<file path="config.mk">
export PLATFORM = sky130hd
export DESIGN_NAME = hv_timing_gen
export DESIGN_NICKNAME = d
export VERILOG_FILES = /design/src/rtl/hv_timing_gen.sv
export SDC_FILE = /design/constraint.sdc
export NUM_CORES = 1
export LEC_CHECK = 0
export BUFFER_PORTS_ARGS = -buffer_cell sky130_fd_sc_hd__buf_2
export CORE_UTILIZATION = 54
export DETAILED_ROUTE_END_ITERATION = 7
export PLACE_DENSITY = 0.8
export SETUP_SLACK_MARGIN = 0.15
export SYNTH_ARGS = -nofsm -noshare
export SYNTH_HDL_FRONTEND = slang
export SYNTH_SLANG_ARGS = --single-unit
</file>
<file path="constraint.sdc">
create_clock -name MCLK -period 2.7 [get_ports MCLK]
set_input_delay 0.27 -clock MCLK [delete_from_list [all_inputs] [get_ports MCLK]]
set_output_delay 0.27 -clock MCLK [all_outputs]
set_load 0.03 [all_outputs]
</file>
<file path="src/rtl/hv_timing_gen.sv">
// hv_timing_gen: parametrised raster timing generator.
// Produces pixel/line counters, blanking, active-low syncs and blanked RGB,
// advancing on MCLK edges qualified by the pixel clock-enable PCE. Sync
// positions can be nudged at run time; new offsets take effect only when the
// raster wraps to (0,0) so a frame never sees a half-moved sync.
module hv_timing_gen #(
   parameter int CW          = 9,
   parameter int RGBW        = 12,
   parameter int H_ACTIVE    = 288,
   parameter int H_SKIP_FROM = 342,
   parameter int H_SKIP_TO   = 471,
   parameter int H_LAST      = 511,
   parameter int HS_START    = 311,
   parameter int HS_WIDTH    = 24,
   parameter int V_ACTIVE    = 224,
   parameter int V_SKIP_FROM = 233,
   parameter int V_SKIP_TO   = 483,
   parameter int V_LAST      = 511,
   parameter int VS_START    = 228,
   parameter int VS_WIDTH    = 3,
   parameter int DLY         = 1
) (
   input  logic            MCLK,
   input  logic            RESET,
   input  logic            PCE,
   input  logic [3:0]      HOFS,
   input  logic [2:0]      VOFS,
   input  logic [RGBW-1:0] iRGB,
   output logic [CW-1:0]   HPOS,
   output logic [CW-1:0]   VPOS,
   output logic            HBLK,
   output logic            VBLK,
   output logic            HSYN,
   output logic            VSYN,
   output logic            DE,
   output logic [RGBW-1:0] oRGB,
   output logic            LINE_START,
   output logic            FRAME_START
);

   localparam logic [CW-1:0] L_H_ACTIVE    = CW'(H_ACTIVE);
   localparam logic [CW-1:0] L_H_SKIP_FROM = CW'(H_SKIP_FROM);
   localparam logic [CW-1:0] L_H_SKIP_TO   = CW'(H_SKIP_TO);
   localparam logic [CW-1:0] L_H_LAST      = CW'(H_LAST);
   localparam logic [CW-1:0] L_V_ACTIVE    = CW'(V_ACTIVE);
   localparam logic [CW-1:0] L_V_SKIP_FROM = CW'(V_SKIP_FROM);
   localparam logic [CW-1:0] L_V_SKIP_TO   = CW'(V_SKIP_TO);
   localparam logic [CW-1:0] L_V_LAST      = CW'(V_LAST);

   // Sync start arithmetic is one bit wider and signed so offsets never wrap.
   localparam logic signed [CW:0] L_HS_START = (CW+1)'(HS_START);
   localparam logic signed [CW:0] L_HS_LO    = (CW+1)'(H_ACTIVE);
   localparam logic signed [CW:0] L_HS_HI    = (CW+1)'(H_SKIP_FROM + 1 - HS_WIDTH);
   localparam logic signed [CW:0] L_VS_START = (CW+1)'(VS_START);
   localparam logic signed [CW:0] L_VS_LO    = (CW+1)'(V_ACTIVE);
   localparam logic signed [CW:0] L_VS_HI    = (CW+1)'(V_SKIP_FROM + 1 - VS_WIDTH);
   localparam logic [CW:0]        L_HS_WIDTH = (CW+1)'(HS_WIDTH);
   localparam logic [CW:0]        L_VS_WIDTH = (CW+1)'(VS_WIDTH);

   logic [CW-1:0]     r_hcnt;
   logic [CW-1:0]     r_vcnt;
   logic [CW-1:0]     w_hcntNext;
   logic [CW-1:0]     w_vcntNext;
   logic              w_hWrap;
   logic              w_vWrap;
   logic signed [3:0] r_hofs;
   logic signed [2:0] r_vofs;

   logic signed [CW:0] w_hsSum;
   logic signed [CW:0] w_vsSum;
   logic signed [CW:0] w_hsEff;
   logic signed [CW:0] w_vsEff;
   logic [CW:0]        w_hsEffU;
   logic [CW:0]        w_vsEffU;
   logic [CW:0]        w_hcntExt;
   logic [CW:0]        w_vcntExt;

   logic w_hblkRaw;
   logic w_vblkRaw;
   logic w_hsynRaw;
   logic w_vsynRaw;

   // Pipeline stages; bit 0 of each chain is the raw flag, bit DLY the output.
   logic [DLY-1:0]  r_hblkPipe;
   logic [DLY-1:0]  r_vblkPipe;
   logic [DLY-1:0]  r_hsynPipe;
   logic [DLY-1:0]  r_vsynPipe;
   logic [DLY:0]    w_hblkChain;
   logic [DLY:0]    w_vblkChain;
   logic [DLY:0]    w_hsynChain;
   logic [DLY:0]    w_vsynChain;
   logic [RGBW-1:0] r_rgb;
   logic            r_lineStart;
   logic            r_frameStart;

   assign w_hWrap = (r_hcnt == L_H_LAST);
   assign w_vWrap = (r_vcnt == L_V_LAST);

   // Next counter values: step by one, jump over the skip gap, wrap at the end.
   always_comb begin
      w_hcntNext = r_hcnt + 1'b1;
      w_vcntNext = r_vcnt + 1'b1;
      if (w_hWrap) begin
         w_hcntNext = '0;
      end else if (r_hcnt == L_H_SKIP_FROM) begin
         w_hcntNext = L_H_SKIP_TO;
      end
      if (w_vWrap) begin
         w_vcntNext = '0;
      end else if (r_vcnt == L_V_SKIP_FROM) begin
         w_vcntNext = L_V_SKIP_TO;
      end
   end

   // Counters advance per pixel tick; offsets latch only on the frame wrap.
   always_ff @(posedge MCLK or posedge RESET) begin
      if (RESET) begin
         r_hcnt <= '0;
         r_vcnt <= '0;
         r_hofs <= '0;
         r_vofs <= '0;
      end else if (PCE) begin
         r_hcnt <= w_hcntNext;
         if (w_hWrap) begin
            r_vcnt <= w_vcntNext;
         end
         if (w_hWrap && w_vWrap) begin
            r_hofs <= HOFS;
            r_vofs <= VOFS;
         end
      end
   end

   assign w_hsSum = L_HS_START + $signed({{(CW-3){r_hofs[3]}}, r_hofs});
   assign w_vsSum = L_VS_START + $signed({{(CW-2){r_vofs[2]}}, r_vofs});

   // Clamp the shifted sync starts so the pulses stay inside the blanking gap.
   always_comb begin
      w_hsEff = w_hsSum;
      w_vsEff = w_vsSum;
      if (w_hsSum < L_HS_LO) begin
         w_hsEff = L_HS_LO;
      end else if (w_hsSum > L_HS_HI) begin
         w_hsEff = L_HS_HI;
      end
      if (w_vsSum < L_VS_LO) begin
         w_vsEff = L_VS_LO;
      end else if (w_vsSum > L_VS_HI) begin
         w_vsEff = L_VS_HI;
      end
   end

   assign w_hsEffU  = w_hsEff;
   assign w_vsEffU  = w_vsEff;
   assign w_hcntExt = {1'b0, r_hcnt};
   assign w_vcntExt = {1'b0, r_vcnt};

   assign w_hblkRaw = (r_hcnt >= L_H_ACTIVE);
   assign w_vblkRaw = (r_vcnt >= L_V_ACTIVE);
   // Sync flags are carried active-low so the pipeline resets to "inactive" with ones.
   assign w_hsynRaw = ~((w_hcntExt >= w_hsEffU) && (w_hcntExt < (w_hsEffU + L_HS_WIDTH)));
   assign w_vsynRaw = ~((w_vcntExt >= w_vsEffU) && (w_vcntExt < (w_vsEffU + L_VS_WIDTH)));

   assign w_hblkChain = {r_hblkPipe, w_hblkRaw};
   assign w_vblkChain = {r_vblkPipe, w_vblkRaw};
   assign w_hsynChain = {r_hsynPipe, w_hsynRaw};
   assign w_vsynChain = {r_vsynPipe, w_vsynRaw};

   // Delay line aligning flags and RGB with the core's pixel latency.
   always_ff @(posedge MCLK or posedge RESET) begin
      if (RESET) begin
         r_hblkPipe <= '1;
         r_vblkPipe <= '1;
         r_hsynPipe <= '1;
         r_vsynPipe <= '1;
         r_rgb      <= '0;
      end else if (PCE) begin
         r_hblkPipe <= w_hblkChain[DLY-1:0];
         r_vblkPipe <= w_vblkChain[DLY-1:0];
         r_hsynPipe <= w_hsynChain[DLY-1:0];
         r_vsynPipe <= w_vsynChain[DLY-1:0];
         r_rgb      <= (w_hblkChain[DLY-1] | w_vblkChain[DLY-1]) ? '0 : iRGB;
      end
   end

   // Strobes last exactly one MCLK after the wrapping tick and clear otherwise.
   always_ff @(posedge MCLK or posedge RESET) begin
      if (RESET) begin
         r_lineStart  <= 1'b0;
         r_frameStart <= 1'b0;
      end else begin
         r_lineStart  <= PCE && w_hWrap;
         r_frameStart <= PCE && w_hWrap && w_vWrap;
      end
   end

   assign HPOS        = r_hcnt;
   assign VPOS        = r_vcnt;
   assign HBLK        = w_hblkChain[DLY];
   assign VBLK        = w_vblkChain[DLY];
   assign HSYN        = w_hsynChain[DLY];
   assign VSYN        = w_vsynChain[DLY];
   assign DE          = ~(w_hblkChain[DLY] | w_vblkChain[DLY]);
   assign oRGB        = r_rgb;
   assign LINE_START  = r_lineStart;
   assign FRAME_START = r_frameStart;

endmodule

</file>
==> reports/results.ini <==
[synthesis]
yosys_register_bits = 43
synth_top_family_by_area = compound AO/OA/AOI/OAI gates
synthMuxAreaShare_pct = 4.39
synthSimpleGateAreaFrac_pct = 13.3
seq_area_frac_synth_pct = 43.1
yosys_warnings = 0
synth_edf_count = 0
synth-xor-area-share_pct = 1.05
synth_flop_cell = dfrtp_1
syn_avg_cell_area_um2 = 10.0
async_flop_share_pct = 100
synth_compound_area_share_pct = 17.8
synth_cell_type_count = 47
synth_cells = 250
synth_adder_area_share_pct = 15.0
syn-num-nets = 302
syn_area_um2 = 2510

[clock_tree]
cts_buffers = 5
root_buffer = clkbuf_8
clock_sinks = 43
clkTransAtPathRegs_ns = 0.08
clk_latency_ns = 0.29
tritoncts = built
h-tree-depth = 2
post_cts_buffers = 0
cts_max_path_buffers = 2

[worst_setup_path]
crit_chain = ha_1 -> nand2_1 -> nor3_2 -> and3_2 -> ha_1 -> nand2_1 -> buf_4 -> nor2_2 -> nand4_1 -> o31ai_1
path_max_fanout = 10
crit_required_ns = 2.89
cp_slowest_cell = dfrtp_2
critPathMaxStageDelay_ns = 0.42
crit_type = register to register
cp-start-kind = register
cp.arrival_ns = 2.54
cp_top_family = simple AND/OR/NAND/NOR gates
worst-path-buf-inv = 1
end_kind = register

[timing]
period_needed_ns = 2.34
final.setup.tns_ns = 0
max_slew.worst_pin.slew_ns = 0.777
drv_slew = 0
period_share_pct = 86.7
final-hold-violation-count = 0
finalWorstSetupSlack_ns = 0.359
rsz0062_at_grt = no
relSlewSlack_pct = 48.0
fmax_mhz = 427
finClkSkew_ns = 0.00396
setup_viol = 0

[floorplanning]
rows = 24
die_h_um = 70.2
die_area_um2 = 4920
initial_utilization_pct = 56.8
die_w_um = 70.2
ioPinCount = 59
core_um2 = 4410

[route]
drt_pass1_iterations = 4
num_vias = 2039
drc = 0
wire_per_inst_um = 14.7
wirelength_um = 5300
via_per_inst = 5.65
drtAntennaViolNets = 0
drtIter0Drc = 111

[layout]
area_growth_pct = 17.1
regArea_um2 = 1080
multi_input_area_um2 = 1310
num-nets-final = 360
layout-drive-gt1-share_pct = 28.2
fillers = 368
n_antenna_cell = 0

[placement]
pre_cts_ws_ns = 0.235
gp_congestion = 0.899
hpwl_um = 3780
io_buffers = 58

[power_and_ir_drop]
max-vdd-ir-drop_mv = 0.409
power.total_mw = 1.74
p_per_area_nw_per_um2 = 592
leakage_nw = 1.47

[grt]
grt_use_total_pct = 23.5
gr-total-overflow = 0
grt_pass1_wl_um = 9310
antenna_found_initial = 0
grt_pass1_vias = 2012
grt_max_degree = 44

[run_status]
status = completed

[min_path]
hp-class = input pin to async pin

[job]
maxCapViolCount = 0

-- metrics by stage --
stage               cells  instance area, µm²  hold WS (ns)  utilization [%]
floorplan             250                2510         0.398                -
CTS                   361                2930         0.111             66.3
global placement      353                2840         0.427             64.3
detailed placement    353                2840         0.436             64.3
finish                361                2940        0.0956             66.5
global route          361                2940         0.135             66.5
-- final cells by class --
| class | count | area share, % |
|---|---|---|
| tap | 52 | 2.22 |
| timing repair buffer | 60 | 10.4 |
| inverter | 24 | 3.07 |
| multi-input combinational | 174 | 44.6 |
| sequential | 43 | 36.9 |
| clock inverter | 2 | 0.426 |
| clock buffer | 6 | 2.47 |
-- cell usage in the layout (no fill, tap or decap), types with 2 or more instances in the layout --
cell type	instances
o21ai_0	19
buf_2	58
xnor2_1	3
and3_1	3
dfrtp_1	38
a21oi_1	8
nand4_1	3
a22o_1	12
nor2_1	13
nand2b_1	4
inv_1	22
o311ai_0	2
clkbuf_8	5
dfstp_2	4
nor3_1	7
mux2i_1	2
conb_1	2
a31oi_1	4
nor4_1	2
o31ai_1	3
ha_1	30
a211oi_1	2
o211ai_1	4
buf_4	2
nand2_1	15
mux2_2	8
nand3_1	6
o21a_1	2
-- layer usage --
metal / vias up / part of all wire [%] / track usage [%]
met2: 61 / 46 / 37.6
met3: 4 / 5.2 / 5.92
li1: 1013 / - / -
met1: 961 / 48 / 32.4
met5: - / 0 / 0
met4: 0 / 0.64 / 5.33
-- worst paths after layout --
path                       startpoint  endpoint  slack (ns)  cells past startpoint
hold / removal                  RESET   VPOS[5]         0.1                      3
setup / recovery              HPOS[1]   VPOS[7]        0.36                     10
setup reg to reg              HPOS[1]   VPOS[7]        0.36                     10
hold reg to reg                  VSYN      VSYN        0.49                      2
max in group asynchronous       RESET   HPOS[1]        2.19                      3
min in group MCLK             iRGB[9]   oRGB[9]        0.20                      2
-- what timing repair did --
action                                  in CTS  in global routing
endpoints found under the setup margin       0                 13
hold buffers                                 0                  0
resized for setup                            0                  4
-- registers in the layout (all words and copies together), names as in the netlist --
signal,flops
VPOS,9
HBLK,1
oRGB,12
r_hofs,4
LINE_START,1
VBLK,1
VSYN,1
FRAME_START,1
r_vofs,3
HPOS,9
HSYN,1
-- Yosys cell counts, types with 4 or more instances --
cell / instances / area (µm²)
a21oi_1: 8 / 40.0
a22o_1: 12 / 105
a31oi_1: 4 / 25.0
buf_2: 4 / 20.0
clkbuf_1: 4 / 15.0
dfrtp_1: 39 / 976
dfstp_2: 4 / 105
ha_1: 30 / 375
inv_1: 22 / 82.6
mux2_2: 8 / 90.1
nand2_1: 16 / 60.1
nand2b_1: 4 / 25.0
nand3_1: 6 / 30.0
nor2_1: 14 / 52.6
nor3_1: 8 / 40.0
o211ai_1: 4 / 30.0
o21ai_0: 19 / 95.1
-- cells by family after synthesis --
kind of cell,after synthesis
AO/OA/AOI/OAI,66
AND/OR/NAND/NOR,63
flip-flops,43
buffers and inverters,33
adder cells (fa/ha/maj),30
multiplexers,10
XOR/XNOR,3
other,2
-- report_power, final --
group,total [mW],internal (mW),leakage (nW),switching (mW)
logic,0.528,0.184,0.910,0.344
clock network,0.396,0.181,0.0412,0.216
registers,0.815,0.720,0.522,0.0948
total,1.74,1.09,1.47,0.654
-- worst reg2reg max path: stages, from the launching register on --
cell and delay [ns]:
dfrtp_2 0.42, ha_1 0.21, nand2_1 0.09, nor3_2 0.21
and3_2 0.21, ha_1 0.27, nand2_1 0.11, buf_4 0.19
nor2_2 0.16, nand4_1 0.14, o31ai_1 0.25
No activity file was read; power rests on OpenSTA's default activity.
